==> src/rtl/alu_seq_pkg.sv <==
// -----------------------------------------------------------------------------
// alu_seq_pkg
// Shared definitions for the ALU issue sequencer: default geometry, opcode
// encodings, ALU select codes, FSM state type and small opcode decoders.
//
// Configuration macro: ALU_SUB_EN
//   defined   -> opcode 101 is SUB (two ALU passes via ST_NEG_B)
//   undefined -> ST_NEG_B does not exist and opcode 101 is illegal
// -----------------------------------------------------------------------------
package alu_seq_pkg;

  localparam int SEQ_DATA_W = 12;
  localparam int SEQ_NREGS  = 8;
  localparam int SEQ_RA_W   = 3;

  // Instruction opcodes
  localparam logic [2:0] OP_ADD  = 3'b000;
  localparam logic [2:0] OP_AND  = 3'b001;
  localparam logic [2:0] OP_NEG  = 3'b010;
  localparam logic [2:0] OP_TSTN = 3'b011;
  localparam logic [2:0] OP_TSTZ = 3'b100;
  localparam logic [2:0] OP_SUB  = 3'b101;

  // ALU select codes
  localparam logic [2:0] SEL_ADD  = 3'd0;
  localparam logic [2:0] SEL_AND  = 3'd1;
  localparam logic [2:0] SEL_NEG  = 3'd4;
  localparam logic [2:0] SEL_TSTN = 3'd5;
  localparam logic [2:0] SEL_TSTZ = 3'd6;
  localparam logic [2:0] SEL_IDLE = 3'd7;  // ALU drives all-zero outputs

  typedef enum logic [2:0] {
    ST_IDLE  = 3'd0,
    ST_READ  = 3'd1,
    ST_EXEC  = 3'd2,
`ifdef ALU_SUB_EN
    ST_WB    = 3'd3,
    ST_NEG_B = 3'd4
`else
    ST_WB    = 3'd3
`endif
  } state_e;

  function automatic logic op_legal(input logic [2:0] op);
`ifdef ALU_SUB_EN
    return (op <= OP_SUB);
`else
    return (op <= OP_TSTZ);
`endif
  endfunction

  // Select used for the final (EXEC) pass. SUB finishes as ra + (-rb).
  function automatic logic [2:0] op_to_sel(input logic [2:0] op);
    case (op)
      OP_ADD:  return SEL_ADD;
      OP_AND:  return SEL_AND;
      OP_NEG:  return SEL_NEG;
      OP_TSTN: return SEL_TSTN;
      OP_TSTZ: return SEL_TSTZ;
      OP_SUB:  return SEL_ADD;
      default: return SEL_IDLE;
    endcase
  endfunction

  function automatic logic op_writes_rf(input logic [2:0] op);
    return (op == OP_ADD) || (op == OP_AND) || (op == OP_NEG) || (op == OP_SUB);
  endfunction

  function automatic logic op_sets_c(input logic [2:0] op);
    return (op == OP_ADD) || (op == OP_SUB);
  endfunction

  function automatic logic op_sets_z(input logic [2:0] op);
    return (op == OP_TSTN) || (op == OP_TSTZ);
  endfunction

endpackage

==> src/rtl/alu_seq_regfile.sv <==
// -----------------------------------------------------------------------------
// alu_seq_regfile
// NREGS x DATA_W register file for the ALU issue sequencer.
//
// Ports
//   clk, rst_n              clock, synchronous active-low reset (clears all)
//   we_i, wa_i, wd_i        synchronous write port
//   ra_a_i / rd_a_o         asynchronous read port A
//   ra_b_i / rd_b_o         asynchronous read port B
//   dbg_addr_i / dbg_data_o asynchronous debug read port
// -----------------------------------------------------------------------------
module alu_seq_regfile #(
  parameter int DATA_W = 12,
  parameter int NREGS  = 8,
  parameter int RA_W   = 3
) (
  input  logic              clk,
  input  logic              rst_n,
  input  logic              we_i,
  input  logic [RA_W-1:0]   wa_i,
  input  logic [DATA_W-1:0] wd_i,
  input  logic [RA_W-1:0]   ra_a_i,
  output logic [DATA_W-1:0] rd_a_o,
  input  logic [RA_W-1:0]   ra_b_i,
  output logic [DATA_W-1:0] rd_b_o,
  input  logic [RA_W-1:0]   dbg_addr_i,
  output logic [DATA_W-1:0] dbg_data_o
);

  logic [DATA_W-1:0] mem_q [NREGS];

  // NOTE: resetting every entry keeps this array in flops rather than a RAM
  // macro; that is intended, as software expects all registers to read 0.
  always_ff @(posedge clk) begin
    if (!rst_n) begin
      for (int i = 0; i < NREGS; i++) mem_q[i] <= '0;
    end else if (we_i) begin
      mem_q[wa_i] <= wd_i;
    end
  end

  assign rd_a_o     = mem_q[ra_a_i];
  assign rd_b_o     = mem_q[ra_b_i];
  assign dbg_data_o = mem_q[dbg_addr_i];

endmodule

==> src/rtl/alu_issue_seq.sv <==
// -----------------------------------------------------------------------------
// alu_issue_seq
// Multicycle issue sequencer sitting in front of a DATA_W-bit ALU. Accepts one
// register-register op per valid/ready handshake, reads its operands from an
// internal register file, drives the ALU inputs, captures the ALU outputs,
// writes back and maintains the Z/C flags.
//
// Sequence: IDLE -> READ -> EXEC -> WB -> IDLE (SUB: READ -> NEG_B -> EXEC).
//
// Configuration macro: ALU_SUB_EN (enables opcode 101 = SUB ra-rb).
//
// Ports
//   clk, rst_n                  clock, synchronous active-low reset
//   op_valid_i / op_ready_o     instruction handshake (ready only in IDLE)
//   op_i, rd_i, ra_i, rb_i      opcode, destination and source registers
//   alu_a_o, alu_b_o, alu_sel_o registered ALU operand/select drive
//   alu_o_i, alu_cy_i, alu_zero_i  ALU result, carry, zero
//   done_o                      1-cycle pulse in the write-back cycle
//   err_o                       1-cycle pulse after an illegal op is dropped
//   flag_z_o, flag_c_o          status flags
//   clr_flags_i                 clears both flags (a same-cycle update wins)
//   dbg_addr_i / dbg_data_o     combinational register-file read
// -----------------------------------------------------------------------------
module alu_issue_seq
  import alu_seq_pkg::*;
#(
  parameter int DATA_W = SEQ_DATA_W,
  parameter int NREGS  = SEQ_NREGS,
  parameter int RA_W   = SEQ_RA_W
) (
  input  logic              clk,
  input  logic              rst_n,
  input  logic              op_valid_i,
  output logic              op_ready_o,
  input  logic [2:0]        op_i,
  input  logic [RA_W-1:0]   rd_i,
  input  logic [RA_W-1:0]   ra_i,
  input  logic [RA_W-1:0]   rb_i,
  output logic [DATA_W-1:0] alu_a_o,
  output logic [DATA_W-1:0] alu_b_o,
  output logic [2:0]        alu_sel_o,
  input  logic [DATA_W-1:0] alu_o_i,
  input  logic              alu_cy_i,
  input  logic              alu_zero_i,
  output logic              done_o,
  output logic              err_o,
  output logic              flag_z_o,
  output logic              flag_c_o,
  input  logic              clr_flags_i,
  input  logic [RA_W-1:0]   dbg_addr_i,
  output logic [DATA_W-1:0] dbg_data_o
);

  state_e            state_q, state_d;
  logic [2:0]        op_q, op_d;
  logic [RA_W-1:0]   rd_q, rd_d;
  logic [RA_W-1:0]   ra_q, ra_d;
  logic [RA_W-1:0]   rb_q, rb_d;
  logic [DATA_W-1:0] alu_a_q, alu_a_d;
  logic [DATA_W-1:0] alu_b_q, alu_b_d;
  logic [2:0]        alu_sel_q, alu_sel_d;
  logic [DATA_W-1:0] res_q, res_d;
  logic              cy_q, cy_d;
  logic              z_q, z_d;
  logic              err_q, err_d;
  logic              flag_z_q, flag_z_d;
  logic              flag_c_q, flag_c_d;

  logic              rf_we;
  logic [DATA_W-1:0] rf_a, rf_b;

  alu_seq_regfile #(
    .DATA_W (DATA_W),
    .NREGS  (NREGS),
    .RA_W   (RA_W)
  ) u_regfile (
    .clk        (clk),
    .rst_n      (rst_n),
    .we_i       (rf_we),
    .wa_i       (rd_q),
    .wd_i       (res_q),
    .ra_a_i     (ra_q),
    .rd_a_o     (rf_a),
    .ra_b_i     (rb_q),
    .rd_b_o     (rf_b),
    .dbg_addr_i (dbg_addr_i),
    .dbg_data_o (dbg_data_o)
  );

  // NOTE: every variable gets its hold value first so that no path through
  // the case statement leaves one unassigned (which would infer a latch).
  always_comb begin
    state_d   = state_q;
    op_d      = op_q;
    rd_d      = rd_q;
    ra_d      = ra_q;
    rb_d      = rb_q;
    alu_a_d   = alu_a_q;
    alu_b_d   = alu_b_q;
    alu_sel_d = alu_sel_q;
    res_d     = res_q;
    cy_d      = cy_q;
    z_d       = z_q;
    err_d     = 1'b0;
    flag_z_d  = flag_z_q;
    flag_c_d  = flag_c_q;
    rf_we     = 1'b0;

    // Clear first; a write-back flag update later in this block overrides it.
    if (clr_flags_i) begin
      flag_z_d = 1'b0;
      flag_c_d = 1'b0;
    end

    case (state_q)
      ST_IDLE: begin
        alu_sel_d = SEL_IDLE;
        if (op_valid_i) begin
          if (op_legal(op_i)) begin
            op_d    = op_i;
            rd_d    = rd_i;
            ra_d    = ra_i;
            rb_d    = rb_i;
            state_d = ST_READ;
          end else begin
            err_d = 1'b1;
          end
        end
      end

      ST_READ: begin
`ifdef ALU_SUB_EN
        if (op_q == OP_SUB) begin
          // First pass: let the ALU negate rb.
          alu_a_d   = rf_b;
          alu_sel_d = SEL_NEG;
          state_d   = ST_NEG_B;
        end else
`endif
        begin
          alu_a_d   = rf_a;
          alu_b_d   = rf_b;
          alu_sel_d = op_to_sel(op_q);
          state_d   = ST_EXEC;
        end
      end

`ifdef ALU_SUB_EN
      ST_NEG_B: begin
        // The negated rb goes straight into the B operand register, which
        // doubles as the temporary for the second (ADD) pass.
        alu_a_d   = rf_a;
        alu_b_d   = alu_o_i;
        alu_sel_d = SEL_ADD;
        state_d   = ST_EXEC;
      end
`endif

      ST_EXEC: begin
        res_d   = alu_o_i;
        cy_d    = alu_cy_i;
        z_d     = alu_zero_i;
        state_d = ST_WB;
      end

      ST_WB: begin
        rf_we     = op_writes_rf(op_q);
        alu_sel_d = SEL_IDLE;
        if (op_sets_c(op_q)) flag_c_d = cy_q;
        if (op_sets_z(op_q)) flag_z_d = z_q;
        state_d   = ST_IDLE;
      end

      default: state_d = ST_IDLE;
    endcase
  end

  // NOTE: state registers use non-blocking assignments so every flop samples
  // the pre-edge values regardless of statement order.
  always_ff @(posedge clk) begin
    if (!rst_n) begin
      state_q   <= ST_IDLE;
      op_q      <= OP_ADD;
      rd_q      <= '0;
      ra_q      <= '0;
      rb_q      <= '0;
      alu_a_q   <= '0;
      alu_b_q   <= '0;
      alu_sel_q <= SEL_IDLE;
      res_q     <= '0;
      cy_q      <= 1'b0;
      z_q       <= 1'b0;
      err_q     <= 1'b0;
      flag_z_q  <= 1'b0;
      flag_c_q  <= 1'b0;
    end else begin
      state_q   <= state_d;
      op_q      <= op_d;
      rd_q      <= rd_d;
      ra_q      <= ra_d;
      rb_q      <= rb_d;
      alu_a_q   <= alu_a_d;
      alu_b_q   <= alu_b_d;
      alu_sel_q <= alu_sel_d;
      res_q     <= res_d;
      cy_q      <= cy_d;
      z_q       <= z_d;
      err_q     <= err_d;
      flag_z_q  <= flag_z_d;
      flag_c_q  <= flag_c_d;
    end
  end

  assign op_ready_o = (state_q == ST_IDLE);
  assign done_o     = (state_q == ST_WB);
  assign err_o      = err_q;
  assign alu_a_o    = alu_a_q;
  assign alu_b_o    = alu_b_q;
  assign alu_sel_o  = alu_sel_q;
  assign flag_z_o   = flag_z_q;
  assign flag_c_o   = flag_c_q;

endmodule

==> config.mk <==
export PLATFORM = sky130hd
export DESIGN_NAME = alu_issue_seq
export DESIGN_NICKNAME = d
export VERILOG_FILES = /design/src/rtl/alu_seq_pkg.sv /design/src/rtl/alu_seq_regfile.sv /design/src/rtl/alu_issue_seq.sv
export SDC_FILE = /design/constraint.sdc
export NUM_CORES = 1
export LEC_CHECK = 0
export ABC_AREA = 1
export CAP_MARGIN = 20
export CORE_MARGIN = 2
export CORE_UTILIZATION = 31
export CTS_CLUSTER_DIAMETER = 100
export CTS_CLUSTER_SIZE = 28
export DETAILED_ROUTE_END_ITERATION = 7
export PLACE_DENSITY = 0.55
export SLEW_MARGIN = 20
export SYNTH_ARGS = -nofsm -noshare
export SYNTH_HDL_FRONTEND = slang
export SYNTH_SLANG_ARGS = --single-unit
==> constraint.sdc <==
create_clock -name clk -period 5.85 [get_ports clk]
set_clock_uncertainty 0.1 [all_clocks]
set_input_delay 1.4625 -clock clk [delete_from_list [all_inputs] [get_ports clk]]
set_output_delay 1.4625 -clock clk [all_outputs]
set_load 0.05 [all_outputs]
Yosys cells after proc, flatten, opt, wreduce, memory -nomap -nowiden
Memory sizes are Yosys's and may differ from the RTL's. A register that Yosys moved wholly into a read port is not among the register bits.
Index checks and enable logic that the tools add are counted.
{"block": "word_totals", "word_cells": 60, "mem_bits_rw": 96, "n_memories": 1, "reg_bits": 35, "input_bits": 33}
{"block": "op_classes", "n_reduce_logical": 16, "mux": 20, "n_eq_ne": 10, "n_lt_le_gt_ge": 1}
{"memory": "u_regfile.mem_q", "depth": 8, "word_bits": 12, "read_ports": 3, "rd_ports_with_merged_regs": 2, "write_ports": 8, "line": "alu_seq_regfile.sv:30", "rtl": "logic [DATA_W-1:0] mem_q [NREGS];"}
{"op": "one-hot mux 3 bit (5 select lines)", "count": 1}
{"op": "two-way mux 1 bit", "count": 13}
{"op": "equality test 3 x 2 -> 1 bit, second input constant", "count": 4}
{"op": "two-way mux 12 bit", "count": 1}
{"op": "OR reduction 12 bit", "count": 1}
{"op": "two-way mux 3 bit", "count": 3}
{"op": "one-hot mux 3 bit (3 select lines)", "count": 1}
{"op": "equality test 3 x 1 -> 1 bit, second input constant", "count": 2}
{"op": "equality test 3 bit, second input constant", "count": 2}
{"op": "logical NOT 3 bit", "count": 2}
{"op": "one-hot mux 3 bit (2 select lines)", "count": 1}
{"op": "AND reduction 3 bit", "count": 2}
{"op": "logical OR 1 bit", "count": 5}
{"op": "OR reduction 2 bit", "count": 2}
{"op": "less-or-equal comparator 3 bit, second input constant", "count": 1}
{"op": "logical NOT 1 bit", "count": 2}
{"op": "!= test 2 x 1 -> 1 bit, second input constant", "count": 1}
{"op": "!= test 2 bit, second input constant", "count": 1}
{"op": "AND reduction 2 bit", "count": 1}
{"op": "nonzero test 2 bit", "count": 1}

Logic depth before layout (Yosys ltp)
{"block": "logic_depth", "depth_word": 10, "ltp_mapped": 8, "mapped_depth_nobuf": 7}

Modules after synthesis
Synthesis repeated with hierarchy kept, for this count alone.
{"block": "unflattened", "hier_cells": 1295, "hier_area_um2": 8851.0}
{"module": "alu_seq_regfile", "n_inst": 1, "cells_per_inst": 1008, "seq_area_each_um2": 2882.8, "area_each_um2": 6635.1}
{"module": "alu_issue_seq", "n_inst": 1, "cells_per_inst": 287, "seq_area_each_um2": 1161.1, "area_each_um2": 2215.9}

Worst setup path after synthesis
No wires, ideal clock.
{"block": "synth_path", "kind": "input -> output", "from": "input dbg_addr_i[1]", "to": "output dbg_data_o[2]", "required_ps": 4288, "path_stages": 7, "slack_ps": 1782, "arrival_time_ps": 2506, "path_cell_list": "buf_2 inv_1 buf_2 a21oi_1 o21ai_0 nand3_1 o21a_1"}
{"block": "synth_between", "elab_chain_cells": 1}
{"element": "start, declared", "line": "alu_issue_seq.sv:50", "rtl": "input logic [RA_W-1:0] dbg_addr_i,"}
{"element": "memory read (8 x 12 bit)"}
{"element": "end, declared", "line": "alu_issue_seq.sv:51", "rtl": "output logic [DATA_W-1:0] dbg_data_o"}
No other way between the ends.

Worst setup path in the final report
{"block": "layout_path", "from": "input dbg_addr_i[0]", "to": "output dbg_data_o[3]"}
The elaborated chain is that of the path after synthesis.

==> out/metrics.yaml <==
synth_compound_area_share_pct: 13.7
rows: 60
yosys.area_share.adder_pct: 0.599
postCtsSetupBuffers: 0
endpoint_kind: "output port"
seqPwrFrac_pct: 35.9
grt_pass1_vias: 7290
p_per_area_nw_per_um2: 403
hold-path-endpoint: "cy_q$_SDFFE_PN0N_"
clk_latency_ns: 0.44
yosysWarnings: 0
io_pins: 77
ys_seq_elements: 154
max_slew_margin_pct: 34.5
antennaDiodeCount: 0
netlist_top_cells_area: "edfxtp_1 (35%), dfxtp_1 (14%), nand2_1 (12%)"
cts_buffers: 17
hold_path.class: "reg2reg"
tns_ns: 0
intPower_mw: 2.31
setup-violations-final: 0
timing.rr.end: "u_regfile.mem_q[4][7]$_SDFFCE_PN0P_"
synth.avg_cell_area_um2: 7.46
drive_above_1_share_pct: 5.60
fmax_ghz: 0.212
worst_pin_slew_ns: 0.981
dieArea_um2: 28300
die-width_um: 168
final_cells: 1501
yosysTopAreaCell: "edfxtp_1"
grt_pass1_wl_mm: 46.2
muxShareOfSynthArea_pct: 0
syn_inst: 1119
syn_nets: 1156
worstPathRequired_ns: 4.29
p_sw_share_pct: 42.0
drv_cap: 0
ctsResizeCount: 0
gp_routability_congestion: 0.903
slew_violations: 0
initial_core_util_pct: 31.3
area_delta_synth_final_pct: 18.3
first_pass_iters: 5
p_clk_share_pct: 27.6
drt_iter0_markers: 849
synth_top_area_share_pct: 34.5
grt_overflow_total: 0
p_sw_mw: 1.67
status: "finished clean"
die_h_um: 168
r2r_setup_slack_ns: 2.89
period_share_pct: 80.5
whs_ns: 0.368
rr_worst_depth: 7
drtAntennaViolNets: 0
yosysSeqAreaShare_pct: 48.4
pwr-share-comb_pct: 36.6
clockRootBuffer: "clkbuf_16"
cts_max_level: 4
clkTransAtPathRegs_ns: 0.07
p_leak_nw: 4.07
core-area_um2: 26700
fin_crit_ns: 4.71
dp_cells: 1469
hold_start: "cy_q$_SDFFE_PN0N_"
hold_viol_final: 0
nets: 1184
crit_type: "in2out"
vias_per_cell: 5.25
wl_per_cell_um: 20.7
worstSetupStartpointType: "input pin"
cts_tree: "built"
n_fill_cell: 2840
synthXorXnorAreaFrac_pct: 0
vias: 7876
arrival_ns: 3.15
peakVddDrop_mv: 0.234
worstReg2RegStart: "state_q[0]$_SDFFE_PN0P_"
rsz0062_at_grt: "no"
whs_path_depth: 2
wl_mm: 31.0
holdBufCountCts: 0
yosys.area_share.simple_pct: 26.3
clock_sinks: 154
grt_util_all_layers_pct: 22.1
syn_area_um2: 8350
cts_max_path_buffers: 2
synth_top_family_by_area: "simple AND/OR/NAND/NOR gates"
antenna_found_initial: 0
grt_max_degree: 64
ys_types: 22
portBuffers: 76
critPathMaxFanout: 48
post-route-drc-count: 0
dp_hpwl_mm: 21.1
[routing by layer]
layer | share of wire [%] | GRT usage [%]
met5 | 0 | 0
met1 | 42 | 29.2
met2 | 44 | 33.9
met3 | 8.3 | 4.14
met4 | 6.2 | 13.3
[power by group through the flow]
stage                     clock network (mW)  logic (mW)  registers [mW]
after global placement                     0        1.43            1.44
after floorplan                            0       0.742            1.63
after global routing                    1.15        1.57            1.44
after detailed placement                   0        1.44            1.45
final                                   1.10        1.45            1.43
after CTS                               1.11        1.45            1.42
[cells in the mapped netlist]
| cell type | instances |
|---|---|
| nand2_1 | 257 |
| nand3_1 | 161 |
| inv_1 | 117 |
| nor2_1 | 107 |
| a21oi_1 | 105 |
| o21ai_0 | 97 |
| edfxtp_1 | 96 |
| dfxtp_1 | 58 |
| clkbuf_1 | 33 |
| buf_2 | 25 |
| clkinv_1 | 12 |
| o21a_1 | 12 |
| buf_6 | 11 |
| o21ai_1 | 7 |
| inv_2 | 5 |
| buf_4 | 4 |
| ha_1 | 4 |
| buf_1 | 3 |
| nor2_2 | 2 |
| nand2_2 | 1 |
| nor3_1 | 1 |
| o21ai_2 | 1 |
[critical path, stage by stage]
cell and delay [ns]:
clkdlybuf4s50_1 0.49, buf_4 0.41, o21ai_0 0.28, nand3_1 0.15, o21a_1 0.19, buf_12 0.15
[flip-flops by register name, indices dropped and copies added (netlist names), 2 cells and up]
name	count
rd_q	3
state_q	2
rb_q	3
alu_sel_o	3
alu_a_o	12
u_regfile.mem_q	96
ra_q	3
alu_b_o	12
op_q	3
res_q	12
[layout by cell type, fill, tap and decap left out, drive strengths merged]
cell,count
o21a,12
clkbuf,17
inv,134
clkdlybuf4s50,63
nor2,109
a21oi,105
buf,22
bufinv,1
dfxtp,58
clkinv,14
nand2,258
nor3,1
ha,4
nand3,161
o21ai,105
edfxtp,96
[cells by family after synthesis]
logic type | after synthesis
fa+ha+maj | 4
simple gates | 529
buf+inv | 210
flops | 154
compound gates | 222
[layout make-up]
class / count / area, µm² / area share [%]
Tap cell: 341 / 427 / 4.32
Clock buffer: 17 / 425 / 4.31
Multi-Input combinational cell: 755 / 3390 / 34.3
Clock inverter: 15 / 141 / 1.43
Timing Repair Buffer: 85 / 943 / 9.55
Inverter: 134 / 503 / 5.09
Sequential cell: 154 / 4050 / 41.0
[stage by stage]
| stage | total power, mW | setup slack (ns) | instance area [µm²] | util [%] |
|---|---|---|---|---|
| finish | 3.98 | 1.14 | 9880 | 37.0 |
| global placement | 2.88 | 1.17 | 9310 | 34.8 |
| CTS | 3.98 | 1.16 | 9880 | 37.0 |
| global route | 4.16 | 1.04 | 9880 | 37.0 |
| floorplan | 2.37 | 1.78 | 8350 | - |
| detailed placement | 2.89 | 1.17 | 9310 | 34.8 |
[worst max-delay path by stage]
stage,startpoint,to,slack [ns],cells after the start
2_1_floorplan,dbg_addr_i[1],dbg_data_o[2],1.78,7
3_3_place_gp,dbg_addr_i[0],dbg_data_o[3],1.17,7
3_5_place_dp,dbg_addr_i[0],dbg_data_o[6],1.17,6
4_1_cts,dbg_addr_i[0],dbg_data_o[6],1.16,6
5_1_grt,dbg_addr_i[0],dbg_data_o[6],1.04,7
6_report,dbg_addr_i[0],dbg_data_o[3],1.14,6
No activity file was read; power rests on OpenSTA's default activity.
